<file path="src/rtl/iob_wr_burst_gather_pkg.sv">
// Shared types and constants for the write-combining gather stage.
// AXI_LEN_W mirrors the common AXI header (AXI4 8-bit burst length).
package iob_wr_burst_gather_pkg;

  localparam int AXI_LEN_W = 8;
  localparam logic [11:0] BOUND_MASK = 12'hfff;

  typedef enum logic [1:0] {
    FILL   = 2'd0,
    LAUNCH = 2'd1,
    SEND   = 2'd2,
    DONE   = 2'd3
  } state_t;

endpackage

</file>
<file path="src/rtl/iob_wr_burst_gather_buf.sv">
// Register-array FIFO holding {data, strobe} beats of one burst.
// Depth must be a power of two so the pointers wrap naturally.
module iob_gather_buf #(
  parameter int W     = 36,
  parameter int DEPTH = 16,
  localparam int AW   = $clog2(DEPTH),
  localparam int CW   = AW + 1
) (
  input  logic          clk,
  input  logic          rst,
  input  logic          push,
  input  logic          pop,
  input  logic [W-1:0]  din,
  output logic [W-1:0]  head,
  output logic [CW-1:0] count
);

  logic [W-1:0]  mem [DEPTH];
  logic [AW-1:0] wp;
  logic [AW-1:0] rp;

  always_ff @(posedge clk or posedge rst) begin
    if (rst) begin
      wp    <= '0;
      rp    <= '0;
      count <= '0;
    end else begin
      if (push) wp <= wp + AW'(1);
      if (pop)  rp <= rp + AW'(1);
      count <= count + CW'(push) - CW'(pop);
    end
  end

  always_ff @(posedge clk) begin
    if (push) mem[wp] <= din;
  end

  assign head = mem[rp];

endmodule

</file>
<file path="src/rtl/iob_wr_burst_gather.sv">
// Gathers sequential single-beat writes into INCR bursts for the burst master.
// Define IOB_WR_GATHER_TIMEOUT_EN to launch partial bursts after TIMEOUT idle cycles.
module iob_wr_burst_gather
  import iob_wr_burst_gather_pkg::*;
#(
  parameter int ADDR_W    = 32,
  parameter int DATA_W    = 32,
  parameter int BURST_MAX = 16,
  parameter int TIMEOUT   = 64
) (
  input  logic                 clk,
  input  logic                 rst,
  input  logic                 u_valid,
  input  logic [ADDR_W-1:0]    u_addr,
  input  logic [DATA_W-1:0]    u_wdata,
  input  logic [DATA_W/8-1:0]  u_wstrb,
  output logic                 u_ready,
  input  logic                 flush,
  output logic [AXI_LEN_W-1:0] m_length,
  input  logic                 m_idle,
  input  logic                 m_error,
  output logic                 m_valid,
  output logic [ADDR_W-1:0]    m_addr,
  output logic [DATA_W-1:0]    m_wdata,
  output logic [DATA_W/8-1:0]  m_wstrb,
  input  logic                 m_ready,
  output logic                 error,
  output logic                 busy
);

  localparam int BYTES = DATA_W / 8;
  localparam int SH    = $clog2(BYTES);
  localparam int CW    = $clog2(BURST_MAX) + 1;

  state_t               state;
  state_t               state_nx;
  logic [CW-1:0]        count;
  logic [CW-1:0]        cnt_nx;
  logic [ADDR_W-1:0]    base;
  logic [AXI_LEN_W-1:0] len_q;
  logic                 err_q;
  logic                 push;
  logic                 pop;
  logic                 launch;
  logic                 seq;
  logic                 nonseq;
  logic                 full;
  logic                 bound;
  logic                 tmo;
  logic                 trig;
  logic [11:0]          nxt_lo;

  assign seq = u_addr == base + (ADDR_W'(count) << SH);

  assign u_ready = u_valid && state == FILL &&
                   count < CW'(BURST_MAX) &&
                   (count == '0 || seq) && !flush;

  assign push   = u_ready;
  assign cnt_nx = count + CW'(push);

  // Low 12 bits of the address the next sequential beat would use.
  assign nxt_lo = (count == '0 ? u_addr[11:0] : base[11:0])
                + 12'(ADDR_W'(cnt_nx) << SH);

  assign bound  = (nxt_lo & BOUND_MASK) == '0;
  assign nonseq = count != '0 && u_valid && !seq;
  assign full   = cnt_nx == CW'(BURST_MAX);
  assign trig   = full || flush || nonseq || bound || tmo;

`ifdef IOB_WR_GATHER_TIMEOUT_EN
  localparam int TW = $clog2(TIMEOUT + 1);
  logic [TW-1:0] idle_q;

  always_ff @(posedge clk or posedge rst) begin
    if (rst) begin
      idle_q <= '0;
    end else if (state != FILL || count == '0 || push) begin
      idle_q <= '0;
    end else if (!tmo) begin
      idle_q <= idle_q + TW'(1);
    end
  end

  assign tmo = !push && count != '0 &&
               idle_q == TW'(TIMEOUT - 1);
`else
  assign tmo = TIMEOUT < 0;
`endif

  always_comb begin
    state_nx = state;
    launch   = 1'b0;
    unique case (state)
      FILL: begin
        if (cnt_nx != '0 && trig) begin
          state_nx = LAUNCH;
          launch   = 1'b1;
        end
      end
      LAUNCH: if (m_idle) state_nx = SEND;
      SEND:   if (pop && count == CW'(1)) state_nx = DONE;
      DONE:   if (m_idle) state_nx = FILL;
      default: state_nx = FILL;
    endcase
  end

  always_ff @(posedge clk or posedge rst) begin
    if (rst) begin
      state <= FILL;
      base  <= '0;
      len_q <= '0;
      err_q <= 1'b0;
    end else begin
      state <= state_nx;
      if (push && count == '0) base <= u_addr;
      if (launch) len_q <= AXI_LEN_W'(cnt_nx - CW'(1));
      if (state == DONE && m_idle) err_q <= err_q | m_error;
    end
  end

  assign m_valid  = state == SEND && count != '0;
  assign pop      = m_valid && m_ready;
  assign m_addr   = base;
  assign m_length = len_q;
  assign error    = err_q;
  assign busy     = state != FILL || count != '0;

  iob_gather_buf #(
    .W     (DATA_W + BYTES),
    .DEPTH (BURST_MAX)
  ) u_buf (
    .clk   (clk),
    .rst   (rst),
    .push  (push),
    .pop   (pop),
    .din   ({u_wdata, u_wstrb}),
    .head  ({m_wdata, m_wstrb}),
    .count (count)
  );

endmodule

</file>
<file path="config.mk">
export PLATFORM = sky130hd
export DESIGN_NAME = iob_wr_burst_gather
export DESIGN_NICKNAME = d
export VERILOG_FILES = /design/src/rtl/iob_wr_burst_gather_pkg.sv /design/src/rtl/iob_wr_burst_gather_buf.sv /design/src/rtl/iob_wr_burst_gather.sv
export SDC_FILE = /design/constraint.sdc
export NUM_CORES = 1
export LEC_CHECK = 0
export ABC_AREA = 1
export CAP_MARGIN = 20
export CORE_MARGIN = 1
export CORE_UTILIZATION = 60
export DETAILED_ROUTE_END_ITERATION = 10
export PLACE_DENSITY = 0.92
export SLEW_MARGIN = 10
export SYNTH_ARGS = -nofsm -noshare
export SYNTH_HDL_FRONTEND = slang
export SYNTH_HIERARCHICAL = 1
export SYNTH_SLANG_ARGS = --single-unit
</file>
<file path="constraint.sdc">
create_clock -name clk -period 14.2 [get_ports clk]
set_clock_uncertainty 0.2 [all_clocks]
set_input_delay 1.42 -clock clk [delete_from_list [all_inputs] [get_ports clk]]
set_output_delay 1.42 -clock clk [all_outputs]
set_load 0.005 [all_outputs]
</file>
After elaboration in Yosys (flattened, before gate mapping) --
Memories as Yosys holds them, arrays and structs flattened. Index checks and enable logic that the tools add are counted.
Storage, ports and cells: memories kept 1, output and inout bits 80, input port bits 75, memory bits (writable) 576, logic and storage cells 63, register bits 56
Memory list:
- u_buf.mem | words 16, width 36, rd ports 1, clocked after memory_dff 0, wr ports 1, line iob_wr_burst_gather_buf.sv:18 | logic [W-1:0] mem [DEPTH];
Cells by class: mux-type cells 10, add/subtract/negate cells 7, $lt $le $gt $ge 1, reduce and logical (&&, ||, !) cells 26, eq/ne operators 10, bitwise logic cells 1
Operator list (number):
- $add 32x7->32 | 1
- $eq 32x32->1 | 1
- $add 12x7->12 | 1
- $logic_and 1x1->1 | 12
- $logic_not 12->1 | 1
- $mux 12 | 1
- $reduce_bool 5->1 | 2
- $add 4x1->4 const B | 2
- $mux 2 | 4
- $pmux 2 s4 | 1
- $ne 2x2->1 const B | 3
- $sub 5x1->6 const B | 1
- $add 5x1->5 | 1
- $eq 5x1->1 const B | 1
- $eq 5x5->1 const B | 1
- $logic_not 5->1 | 1
- $logic_or 1x1->1 | 5
- $lt 5x5->1 const B | 1
- $sub 5x1->5 | 1
- $eq 2x2->1 const B | 2
- $mux 1 | 4
- $reduce_and 4->1 | 1
- $eq 2x1->1 const B | 1
- $logic_not 1->1 | 2
- 4 further kinds | 4

Logic depth before layout (Yosys ltp) --
word-level depth 13, mapped depth 42, depth with buffers taken out 42

Modules after synthesis --
Netlist, hierarchy kept.
By module, submodules not included:
- iob_gather_buf | times used 1, cells an instance 2400, seq. area each 17621.9 um^2, area an instance 25250.5 um^2
- iob_wr_burst_gather | times used 1, cells an instance 580, seq. area each 1026.0 um^2, area an instance 3900.0 um^2

Worst setup path before layout --
OpenSTA, ideal clock, no wires.
kind input port to flip-flop, start in u_addr[8], end mem u_buf.mem[11][0], enable pin, path slack 9.102 ns, data required time 13.571 ns, setup time 0.429 ns, data arrival time 4.469 ns, path buffers 1, cell stages on the path 11, path through xnor2_1 -> xor2_1 -> nand3_1 -> nor2_1 -> nand3b_1 -> nor2_1 -> nand2_1 -> a21boi_0 -> clkbuf_1 -> nand2_1 -> nor2_1
Between the ends: word-level cells in the longest chain between the ends 6
RTL lines:
- from (decl) | line iob_wr_burst_gather.sv:14 | input logic [ADDR_W-1:0] u_addr,
- $eq 32x32->1 | line iob_wr_burst_gather.sv:53 | assign seq = u_addr == base + (ADDR_W'(count) << SH);
- $logic_or 1x1->1 | line iob_wr_burst_gather.sv:57 | (count == '0 || seq) && !flush;
- $logic_and 1x1->1 | line iob_wr_burst_gather.sv:56 | count < CW'(BURST_MAX) &&
- $logic_and 1x1->1 | line iob_wr_burst_gather.sv:57
- net u_ready | line iob_wr_burst_gather.sv:17 | output logic u_ready,
- $mux 1 | line iob_wr_burst_gather_buf.sv:35 | if (push) mem[wp] <= din;
- $mux 1 (implied by the code) | line iob_wr_burst_gather_buf.sv:35
- to (decl) | line iob_wr_burst_gather_buf.sv:18
The timed path passes the listed nets, and every way through them passes these cells.

Worst setup path after layout --
start reg u_buf.rp[0], end out m_wdata[12]
Between the ends: word-level cells in the longest chain between the ends 1
RTL lines:
- from (decl) | line iob_wr_burst_gather_buf.sv:20 | logic [AW-1:0] rp;
- from (signal assigned) | line iob_wr_burst_gather_buf.sv:29 | if (pop) rp <= rp + AW'(1);
- $mem_v2 16x36
- to (decl) | line iob_wr_burst_gather.sv:24 | output logic [DATA_W-1:0] m_wdata,
No other way between the ends.

==> impl_results.md <==
* Max-slew violation count at 0
* Post-synthesis async set-or-reset flop share at 8.571%
* Commonest cells in the netlist: nand2_1, edfxtp_1, inv_1
* Adder-cell share of the synthesized area at 1.408%
* Simple-gate share of the synthesized area at 22.68%
* Die Wd at 222.4 um
* First-pass GRT wire length at 114400 um
* Worst R2R Setup Slack at 8.10 ns
* Peak VDD IR at 0.0001638 V
* Hold depth at 1
* DRT iter0 DRCs at 2877
* Seq pwr share at 38.5%
* Clk_lat worst skew at 0.62 ns
* Post-synthesis mux area share at 0.6181%
* Setup_tns at 0 ns
* Final critical-path share of the clock period at 44.93%
* Yosys cell types at 41
* CTS tree: yes
* Yosys warns at 6
* Synth Area in XOR/XNOR at 1.502%
* Hold-fix buffers, CTS at 0
* Syn avg cell area at 9.782 um2
* Biggest area consumer among synthesized cells: edfxtp_1
* WS Path Type: reg2out
* Die area at 49470 um2
* Clk root buf: clkbuf_16
* Total track usage at 29.99%
* Hold Startpoint: error
* Clock power share at 26.3%
* IO Count at 155
* HP Class: reg2reg
* IO buf count at 154
* Gpl congestion at 0.8782
* Pint at 3.724 mW
* Data arrival time of the worst path at 4.76 ns
* Starting Density at 60.93%
* PnR worst setup slack at 7.821 ns
* Post-Syn Instances at 2980
* Core ar. at 47850 um2
* Crit. End Element: output pin
* Final min period at 6.379 ns
* Reg clk slew, reported paths at 0.06 ns
* Worst Hold End: error
* H-tree levels at 2
* Dpl hpwl at 37920 um
* Share of cells above drive strength 1 at 5.607%
* Status: completed
* TritonCTS Sinks at 630
* Max frequency at 156.8 MHz
* DRT Pass-1 Iters at 7
* Drt via density at 5.799
* Post-synth top area share at 59.34%
* Combinational Power Share at 35.1%
* CTS resizes at 0
* Slew margin rel. at 23.01%
* DP Worst Slack at 7.549 ns
* Synth-to-Final Area Change at 13.51%
* Combinational family with the most area after synthesis: simple AND/OR/NAND/NOR gates
* Endpoints failing setup at 0
* R2R depth at 35
* Wirelength per Cell at 19.79 um
* Post-synth EDFFs at 576
* # DRC at 0
* Mapped Area at 29150 um2
* Worst Tran Pin Value at 1.153 ns
* Chip height at 222.4 um
* Compound-gate portion of the synthesized area at 0.9314%
* Via count at 21780
* Top FF cell, synth: edfxtp_1
* Drt total wl at 74320 um
* Sequential area share after synthesis at 63.97%
* Sw Ratio at 36.46%
* Final Hold Viols at 0
* Sw Pwr at 2.136 mW
* Worst Path Max Fanout at 178
* Number of nets with antenna violations after routing at 0
* Reg-to-reg endpoint: m_length[4]
* Seq cells post-synth at 630
* FILL cells at 3057
* Max Cap Viol at 0
* Grt ovf at 0
* R2r startpoint: u_buf/count[0]
* Required @ worst endpoint at 12.58 ns
* Syn nets at 3086
* Count leader, synth: nand2_1
* Nets at 3201
* CTS Buf Count at 59
* Clock buffer depth at 3
* Top post-synthesis cells by area: edfxtp_1, nand2_1, nand3_1, inv_1, dfrtp_1
* RSZ-0062 raised after global routing: no
* LEAKAGE at 14.40 nW
* Power Dens Cells at 177.1 nW/um2
* Row count at 80
* Crit start category: flip-flop
* Vias in the first global route at 21890
* Post-CTS setup buffers at 0
* Initial antenna violation count at 3
* Largest net degree at the start of global routing at 205
[worst max path at each step]
stage | end | cells after the start | from
5_1_grt | m_length[5] | 35 | u_buf/count[0]
4_1_cts | m_wdata[20] | 9 | u_buf/rp[0]
3_5_place_dp | state[1] | 28 | u_addr[16]
2_1_floorplan | u_buf/mem[11][0] | 11 | u_addr[8]
6_report | m_wdata[12] | 10 | u_buf/rp[0]
3_3_place_gp | state[0] | 28 | u_addr[16]
[power by group through the flow]
| stage | clock, mW | combinational [mW] | sequential (mW) |
|---|---|---|---|
| 2_1_floorplan | 0 | 1.37 | 2.17 |
| 3_3_place_gp | 0 | 1.90 | 2.29 |
| 3_5_place_dp | 0 | 1.98 | 2.29 |
| 4_1_cts | 1.55 | 2.02 | 2.25 |
| 5_1_grt | 1.62 | 2.25 | 2.26 |
| 6_report | 1.54 | 2.06 | 2.26 |
[cell usage in the layout, fill, tap and decap left out, drive strengths merged, types with 3 or more instances in the layout]
cell type      instances
a21oi                 13
and2                   3
buf                   26
bufinv                 4
clkbuf                78
clkdlybuf4s50        154
clkinv                20
dfrtp                 54
edfxtp               576
fa                     3
ha                    28
inv                  530
mux2                  16
nand2                958
nand3                485
nand3b                 7
nand4                 15
nor2                  73
nor3                   6
o21ai                 28
or2                    3
xnor2                 13
xor2                  37
[per-layer routing]
metal,up-vias,track usage (%),part of all wire (%)
li1,9804,-,-
met1,10030,36.71,34
met2,1589,50.02,48
met3,352,6.652,13
met4,2,15.80,5.2
met5,-,0,0.023
[kinds of logic (layout without fill, tap and decap cells)]
logic type      Yosys count  in the layout
xor+xnor                 50             50
other cells               0              2
compound gates           48             48
buf+inv                 654            813
fa+ha+maj                31             31
flops                   630            630
simple gates           1551           1551
mux                      16             16
[cell type report]
type	instances	area, um2	area share, %
well taps	615	769.5	2.326
flip-flops and latches	630	18660	56.40
multi-input cells	1696	8031	24.27
clock buffers	78	1620	4.897
repair buffers	180	1769	5.347
clock inverters	27	240.2	0.7260
diodes	2	5.005	0.01513
inverters	528	1992	6.020
[critical path, stage by stage, from the launching register on]
cell and delay [ns]:
dfrtp_4 0.85, inv_8 0.90, buf_4 0.54, buf_16 0.33, nand2_1 0.12, nand2_1 0.11, nand2_1 0.11, nand3_1 0.14
nand3_1 0.15, nand2_1 0.19, clkdlybuf4s50_1 0.52
[state kept, by name, summed over array words and instances (netlist names)]
register,flops
m_addr,32
u_buf/rp,4
u_buf/count,5
u_buf/mem,576
state,2
m_length,6
u_buf/wp,4
error,1
[metrics by stage]
| stage | util, % | total power [mW] | cell area [um2] | hold slack [ns] | instances |
|---|---|---|---|---|---|
| floorplan | - | 3.543 | 29150 | 0.2663 | 2980 |
| global placement | 65.20 | 4.190 | 31190 | 0.2594 | 3648 |
| detailed placement | 65.20 | 4.264 | 31190 | 0.2584 | 3648 |
| CTS | 69.09 | 5.820 | 33060 | 0.2767 | 3753 |
| global route | 69.16 | 6.138 | 33090 | 0.2997 | 3756 |
| finish | 69.16 | 5.860 | 33090 | 0.2788 | 3756 |
No activity file was read; power rests on OpenSTA's default activity.
